`config.mk`:
```
export PLATFORM = sky130hd
export DESIGN_NAME = quad_velocity
export DESIGN_NICKNAME = d
export VERILOG_FILES = /design/src/rtl/quad_velocity.sv
export SDC_FILE = /design/constraint.sdc
export NUM_CORES = 1
export LEC_CHECK = 0
export CAP_MARGIN = 20
export CELL_PAD_IN_SITES_DETAIL_PLACEMENT = 1
export CELL_PAD_IN_SITES_GLOBAL_PLACEMENT = 1
export CORE_ASPECT_RATIO = 1.25
export CORE_UTILIZATION = 44
export DETAILED_ROUTE_END_ITERATION = 12
export PLACE_DENSITY = 0.78
export SLEW_MARGIN = 20
export SYNTH_ARGS = -nofsm -noshare
export SYNTH_HDL_FRONTEND = slang
export SYNTH_SLANG_ARGS = --single-unit
```
`constraint.sdc`:
```
create_clock -name CLK -period 7.82 [get_ports CLK]
set_input_delay 2.346 -clock CLK [delete_from_list [all_inputs] [get_ports CLK]]
set_output_delay 2.346 -clock CLK [all_outputs]
set_load 0.005 [all_outputs]
```
`src/rtl/quad_velocity.sv`:
```
// Velocity estimator: samples a signed quadrature position on a fixed grid,
// differences successive samples and smooths the result with a 2^AVG_LOG2 moving average.
module quad_velocity #(
    parameter int unsigned WIDTH         = 24,
    parameter int unsigned SAMPLE_DIV    = 32000,
    parameter int unsigned AVG_LOG2      = 2,
    parameter int unsigned STALL_SAMPLES = 8
) (
    input  logic             CLK,
    input  logic             reset,
    input  logic [WIDTH-1:0] position,
    input  logic             clear,
    output logic [WIDTH-1:0] velocity,
    output logic             velocity_valid,
    output logic             stalled,
    output logic             primed
);

    localparam int unsigned DIV_W   = $clog2(SAMPLE_DIV);
    localparam int unsigned DEPTH   = 1 << AVG_LOG2;
    localparam int unsigned PTR_W   = (AVG_LOG2 > 0) ? AVG_LOG2 : 1;
    localparam int unsigned SUM_W   = WIDTH + AVG_LOG2;
    localparam int unsigned STALL_W = $clog2(STALL_SAMPLES + 1);

    typedef enum logic [1:0] {
        ST_WAIT    = 2'd0,
        ST_CAPTURE = 2'd1,
        ST_ACCUM   = 2'd2,
        ST_PUBLISH = 2'd3
    } state_t;

    state_t                   state;
    logic [DIV_W-1:0]         divider;
    logic                     tick;
    logic [WIDTH-1:0]         prev_pos;
    logic signed [WIDTH-1:0]  delta;
    logic signed [WIDTH-1:0]  hist [DEPTH];
    logic [PTR_W-1:0]         wr_ptr;
    logic signed [SUM_W-1:0]  sum;
    logic signed [SUM_W-1:0]  sum_nxt;
    logic [STALL_W-1:0]       stall_cnt;
    logic [STALL_W-1:0]       stall_nxt;
    logic [PTR_W-1:0]         ptr_nxt;

    assign tick = (divider == DIV_W'(SAMPLE_DIV - 1));

    // Free-running sample-rate divider; clear deliberately leaves it alone to keep the grid.
    always_ff @(posedge CLK or posedge reset) begin
        if (reset) begin
            divider <= '0;
        end else if (tick) begin
            divider <= '0;
        end else begin
            divider <= divider + 1'b1;
        end
    end

    // Window update and stall bookkeeping for the ACCUM step.
    always_comb begin
        sum_nxt   = sum + SUM_W'(delta) - SUM_W'(hist[wr_ptr]);
        ptr_nxt   = (wr_ptr == PTR_W'(DEPTH - 1)) ? '0 : wr_ptr + 1'b1;
        stall_nxt = '0;
        if (delta == '0) begin
            stall_nxt = (stall_cnt == STALL_W'(STALL_SAMPLES)) ? stall_cnt : stall_cnt + 1'b1;
        end
    end

    // Velocity is loaded on the ACCUM edge so it is already valid throughout PUBLISH.
    always_ff @(posedge CLK or posedge reset) begin
        if (reset) begin
            state          <= ST_WAIT;
            prev_pos       <= '0;
            delta          <= '0;
            wr_ptr         <= '0;
            sum            <= '0;
            stall_cnt      <= '0;
            velocity       <= '0;
            velocity_valid <= 1'b0;
            stalled        <= 1'b0;
            primed         <= 1'b0;
            for (int unsigned i = 0; i < DEPTH; i++) begin
                hist[i] <= '0;
            end
        end else if (clear) begin
            state          <= ST_WAIT;
            wr_ptr         <= '0;
            sum            <= '0;
            stall_cnt      <= '0;
            velocity       <= '0;
            velocity_valid <= 1'b0;
            stalled        <= 1'b0;
            primed         <= 1'b0;
            for (int unsigned i = 0; i < DEPTH; i++) begin
                hist[i] <= '0;
            end
        end else begin
            velocity_valid <= 1'b0;
            case (state)
                ST_WAIT: begin
                    if (tick) begin
                        state <= ST_CAPTURE;
                    end
                end
                ST_CAPTURE: begin
                    prev_pos <= position;
                    if (!primed) begin
                        primed <= 1'b1;
                        state  <= ST_WAIT;
                    end else begin
                        delta <= $signed(position - prev_pos);
                        state <= ST_ACCUM;
                    end
                end
                ST_ACCUM: begin
                    sum            <= sum_nxt;
                    hist[wr_ptr]   <= delta;
                    wr_ptr         <= ptr_nxt;
                    stall_cnt      <= stall_nxt;
                    stalled        <= (stall_nxt == STALL_W'(STALL_SAMPLES));
                    velocity       <= WIDTH'(sum_nxt >>> AVG_LOG2);
                    velocity_valid <= 1'b1;
                    state          <= ST_PUBLISH;
                end
                ST_PUBLISH: begin
                    state <= ST_WAIT;
                end
                default: begin
                    state <= ST_WAIT;
                end
            endcase
        end
    end

endmodule

```
==> run metrics, run 1 <==
status=finished clean; Sequential cell area=4900 µm²; asr flop ratio synth=1.00; initial antenna violation count=0; vias in the first global route=9,472; post-route insts no fill=roughly 1,500; leakage power=5.86 nW; Synth area leader=dfrtp_1; final hold vios=0; post-synthesis simple-gate area fraction=0.115; layout cells sized above 1=0.0707; Finish-stage setup viols=0; antenna cell count=0; FF+latch count, synth=~200; slowest CP cell=dfrtp_1; post-CTS setup buffer count=0; initial DRC count=454; PortBufs=53; area of the multi-input gates=5800 µm²; synth unique cells=60; GR Overflow Total=0; CTS Sinks=196; Hold Buf Count CTS=0; post-synthesis compound-gate area fraction=0.185; final period utilization=0.627; layout filler cell count=2,899; kind of critical path=reg -> reg; setup repair after global routing missed its margin=no; Max-cap violations=0; num ports=54; Fin Clk Skew=between 10 and 15 ps; Worst-path clk slew=80 ps; core area=25,900 µm²; ratio of total power to cell area=168 nW/µm²; Slew HR=0.295; Synthesized Nets=1,295; count of final max-slew check failures=0; Avg Vias per Cell=5.74; WP data required=approximately 8200 ps; fin nets=1,300; Mean Syn Cell Area=9.78 µm²; post-CTS sizing=0; CTS buffer count=17; Crit. End Element=flip-flop; gpl congestion=0.820; largest net degree at the start of global routing=143; Routed Antenna Nets=0; total power=about 0.0022 W; worst hold path class=reg -> reg; first-pass GRT wire length=50,500 µm; DPL Wire Length=21,200 µm; Final Critical Period=4900 ps; CP max stage delay=1030 ps; CTS root buffer=clkbuf_16; synthesis-to-layout area growth=11.1%; routed len/inst=roughly 20 µm; area of the die=27,000 µm²; DR DRC count=0; GRT Total Usage=0.238; number of core rows=between 60 and 70; synthesized cell area=around 12,000 µm²; xor and xnor fraction of the mapped netlist area=0.0370; worst slew pin tran=about 1100 ps; dominant synthesized flop cell=dfrtp_1; adder-cell area share of the yosys netlist=0.107; synth top area cells=dfrtp_1, ha_1, a22o_1, nand2_1, mux4_2; startpoint types=flip-flop; CP max FO=17; Starting Density=0.447; clk_lat worst skew=450 ps; sequential element share of the synthesized area=0.423; Final Cell Area=about 13,000 µm²; WL final=30,200 µm; Synth top area share=0.423; critical path's most frequent cell=a21oi_1; Die H=183 µm; Chip Width=147 µm; DR vias=8,852; largest family of logic cells by synthesized area=compound AO/OA/AOI/OAI gates; final setup TNS=0 ps; post-synthesis mux area share=0.0539; Worst Hold Depth=1; Worst Reg-to-Reg Cells=13; Peak Freq=~0.20 GHz; CP Cell Sequence=buf_4 > mux4_2 > fa_1 > inv_1 > ha_1 > a21oi_1 > nor2_1 > a2111oi_4 > a21oi_1 > nor3_1 > o211ai_1 > xor2_1 > a22o_1; final core utilization=0.496; area post-placement=12,200 µm²; clock tree from TritonCTS=done; Post-synth EDFFs=0; CP Data Arrival Time=5240 ps; First-pass DRT Iterations=5; CTS Buffer Depth=2; Mapped Cells=between 1,000 and 1,500; placed cells=1,510; H-tree Lvls=4; Yosys warnings=0; Worst VDD drop=0.000154 V
[sequential cells by signal, indices dropped and copies added (netlist names)]
name	cells
delta	24
divider	15
stalled	1
primed	1
velocity_valid	1
state	2
velocity	24
prev_pos	24
hist	96
sum	2
wr_ptr	2
stall_cnt	4
[per-stage QoR]
stage	worst slack, ps	hold slack (ps)
2_1_floorplan	133	435
3_3_place_gp	2670	454
3_5_place_dp	2660	479
4_1_cts	2870	495
5_1_grt	2590	513
6_report	2920	486
[final timing paths]
| kind | start | endpoint | slack, ps |
|---|---|---|---|
| worst min register to register | stalled$_DFFE_PP0P_ | stalled$_DFFE_PP0P_ | 490 |
| max in group asynchronous | reset | delta[5]$_DFFE_PP0P_ | 3970 |
| worst min-delay path | stalled$_DFFE_PP0P_ | stalled$_DFFE_PP0P_ | 490 |
| min in group asynchronous | reset | delta[12]$_DFFE_PP0P_ | 2280 |
| worst max register to register | wr_ptr[0]$_DFFE_PP0P_ | velocity[19]$_DFFE_PP0P_ | 2920 |
| worst max-delay path | wr_ptr[0]$_DFFE_PP0P_ | velocity[19]$_DFFE_PP0P_ | 2920 |
[synth_stat cells, types with 3 or more instances]
cell type / count
o31ai_1: 5
nand2b_1: 4
nand3_1: 32
o21ai_0: 71
nand4_1: 7
mux4_2: 24
nor3b_1: 4
o211ai_1: 5
fa_1: 26
buf_1: 4
a221oi_1: 3
a22o_1: 72
and2_1: 5
nor3_1: 12
o21bai_1: 8
o221ai_1: 4
mux2_2: 3
nor4_1: 8
and4_1: 4
a21o_1: 20
a31oi_1: 6
ha_1: 57
nand3b_1: 3
a21oi_1: 87
nor2b_1: 6
xor2_1: 25
buf_4: 24
and3_1: 12
a211oi_1: 9
o21a_1: 10
xnor2_1: 24
clkbuf_1: 47
nor2_1: 40
nand2_1: 144
dfrtp_1: 196
inv_1: 141
mux2i_1: 5
[worst max-delay path, delay by kind of cell, from the launching register on]
family | cells | cell delay [ps]
AOI/OAI and AO/OA | 5 | 1070
xor gates and xnor gates | 1 | 200
adders and majority gates | 2 | 870
buffers and inverters | 2 | 480
DFF | 1 | 1030
muxes | 1 | 560
and+or+nand+nor | 2 | 570
[layout by cell type (no fill, tap or decap), types with 4 or more instances in the layout]
master           count
fa_1                26
a22o_1              72
and2_1               5
o31ai_1              5
xnor2_1             24
a31oi_1              6
nor2_1              40
o21a_1              10
ha_1                57
nand2_1            144
clkbuf_16           17
nand4_1              7
a21o_1              20
buf_4                8
mux4_2              24
a21oi_1             84
xor2_1              25
clkdlybuf4s50_1     52
and4_1               4
nor2b_1              5
a211oi_1             9
o21ai_0             71
inv_1              140
o211ai_1             5
nand2b_1             4
inv_8                5
o221ai_1             4
dfrtp_1            196
nor3_1              12
mux2i_1              5
o21bai_1             8
and3_1              12
nor4_1               8
nand3_1             32
[cell type report]
type	count	share of cell area
Inverter	141	0.0417
Timing Repair Buffer	62	0.0476
Clock inverter	15	0.0131
Clock buffer	17	0.0331
Tap cell	340	0.0331
Sequential cell	196	0.381
Multi-Input combinational cell	772	0.450
[per-layer routing]
layer,share of wire,vias to the layer above,track usage
met5,0,-,0
met4,0.018,0,0.0705
met3,0.032,34,0.0351
met2,0.52,171,0.420
met1,0.43,4550,0.301
li1,-,4097,-
[report_power, final]
group          internal (W)  total (W)  leakage (nW)  switching [W]
Combinational     0.0000883   0.000226          2.95       0.000138
Sequential          0.00102    0.00103          2.63     0.00000562
Clock              0.000457   0.000904         0.291       0.000447
Total               0.00157    0.00216          5.86       0.000590
[logic make-up (layout without fill, tap and decap cells)]
logic type      count (synthesis)  count (layout)
flops                         196             196
mux                            32              32
compound gates                317             317
fa+ha+maj                      83              83
simple gates                  291             291
buf+inv                       217             235
xor+xnor                       49              49
(Power assumes the default switching activity.)
==> run 2: changes to the inputs <==
clock period = 4 ns   (was 7.82 ns; I/O delays follow)
==> run 2 against run 1 <==
Net effect: global-route usage is 0.65 points higher; sequential cell count stayed put; total power is 95% higher; via count is 1.8% higher; clock skew is 6.6 ps higher; critical endpoint is now velocity[23]$_DFFE_PP0P_; largest power group unchanged.
==> run metrics, run 2 (same netlist as run 1, synthesis figures left out) <==
CTS Buffer Depth=2; routed len/inst=about 20 µm; num ports=54; Worst VDD drop=0.000315 V; most frequent cells in the layout=dfrtp_1, nand2_1, inv_1; Final Critical Period=3850 ps; PortBufs=53; CTS Sinks=between 150 and 200; initial DRC count=between 400 and 500; Final Cell Area=13,200 µm²; WL final=~31,000 µm; area of the die=27,000 µm²; Starting Density=0.447; vias in the first global route=around 9,700; total power=0.00422 W; worst hold path class=reg -> reg; Die H=183 µm; H-tree Lvls=4; WP data required=4330 ps; Largest register FFs=96; CTS root buffer=clkbuf_16; initial antenna violation count=0; layout cells sized above 1=0.104; leakage power=approximately 6.0 nW; Chip Width=approximately 150 µm; antenna cell count=0; worst slew pin tran=around 1100 ps; setup repair after global routing missed its margin=yes; CTS buffer count=17; Routed Antenna Nets=0; First-pass DRT Iterations=4; CP max FO=7; gpl congestion=0.855; clk_lat worst skew=450 ps; number of core rows=66; kind of critical path=reg -> reg; startpoint types=flip-flop; fin nets=1,338; synthesis-to-layout area growth=14.1%; DR vias=about 9,000; final period utilization=0.963; area post-placement=12,600 µm²; Hold Buf Count CTS=0; commonest non-fill, non-tap cell in the layout=dfrtp_1; count of final max-slew check failures=0; ratio of total power to cell area=320 nW/µm²; Worst-path clk slew=80 ps; CP Data Arrival Time=4190 ps; Max-cap violations=0; Slew HR=0.294; Fin Clk Skew=slightly below 20 ps; first-pass GRT wire length=51,400 µm; Crit. End Element=flip-flop; GR Overflow Total=0; Peak Freq=0.259 GHz; DR DRC count=0; status=finished clean; DPL Wire Length=22,700 µm; core area=~26,000 µm²; Finish-stage setup viols=0; final hold vios=0; largest reg by FF count=hist; Avg Vias per Cell=approximately 5.7; clock tree from TritonCTS=done; GRT Total Usage=0.245; largest net degree at the start of global routing=77
==> run 2: cell types whose count changed in the layout (fill, tap and decap cells not counted), moves of 2 or more <==
cell | previous run | this run
a211oi_1 | 9 | 6
a211oi_2 | 0 | 3
buf_12 | 0 | 5
buf_4 | 8 | 42
clkbuf_1 | 0 | 2
clkinv_8 | 2 | 0
clkinvlp_4 | 1 | 4
inv_8 | 5 | 1
==> run 2: layout make-up <==
class                      instances  area (µm²)
multi-input combinational        772        5830
sequential                       196        4910
tap                              340         425
fill                            2946       12700
clock buffer                      19         433
clock inverter                    13         148
timing repair buffer             100         941
inverter                         141         533
==> run 2: repair_timing <==
action	in CTS	in global routing
gates resized for setup	0	12
buffers inserted	0	1
setup endpoints to repair	0	10
==> run 2: worst max-delay path: stages, from the launching register on <==
cell and delay [ps]:
dfrtp_2 420, buf_12 150, mux4_2 510, fa_1 500, inv_1 40, ha_1 350
o211ai_1 250, o211ai_1 150, buf_4 170, nand4_1 170, a21oi_2 110, o311ai_2 310
a21o_1 160, a21o_1 120, mux2_2 320
==> run 2: final timing paths <==
| kind | startpoint | end | slack [ps] | depth (start not counted) |
|---|---|---|---|---|
| setup / recovery | wr_ptr[0]$_DFFE_PP0P_ | velocity[23]$_DFFE_PP0P_ | 150 | 14 |
| min in group asynchronous | reset | hist[93]$_DFFE_PP0P_ | 1200 | 2 |
| max in group asynchronous | reset | delta[2]$_DFFE_PP0P_ | 1970 | 3 |
| hold reg to reg | stalled$_DFFE_PP0P_ | stalled$_DFFE_PP0P_ | 480 | 1 |
| hold / removal | stalled$_DFFE_PP0P_ | stalled$_DFFE_PP0P_ | 480 | 1 |
| setup reg to reg | wr_ptr[0]$_DFFE_PP0P_ | velocity[23]$_DFFE_PP0P_ | 150 | 14 |
==> run 2: through the flow <==
stage / utilization / hold WS, ps / setup slack (ps) / instances / setup TNS (ps)
floorplan: - / 435 / 1.26 / 1185 / 0
global placement: 0.485 / 454 / 31.4 / 1548 / 0
detailed placement: 0.485 / 477 / -26.4 / 1548 / -33.0
CTS: 0.507 / 491 / 16.9 / 1580 / 0
global route: 0.510 / 504 / -23.7 / 1581 / -23.7
finish: 0.510 / 483 / 146 / 1581 / 0
==> run 2: power by group <==
part           switching [W]  internal (W)  total [W]
clock               0.000813      0.000932    0.00175
combinational       0.000275      0.000188   0.000464
sequential        0.00000994       0.00200    0.00201
==> run 2: per-layer routing <==
metal	track usage	vias to the layer above	part of all wire
li1	-	4171	-
met1	0.306	4607	0.42
met2	0.436	189	0.52
met3	0.0346	42	0.037
met4	0.0726	0	0.019
met5	0	-	0
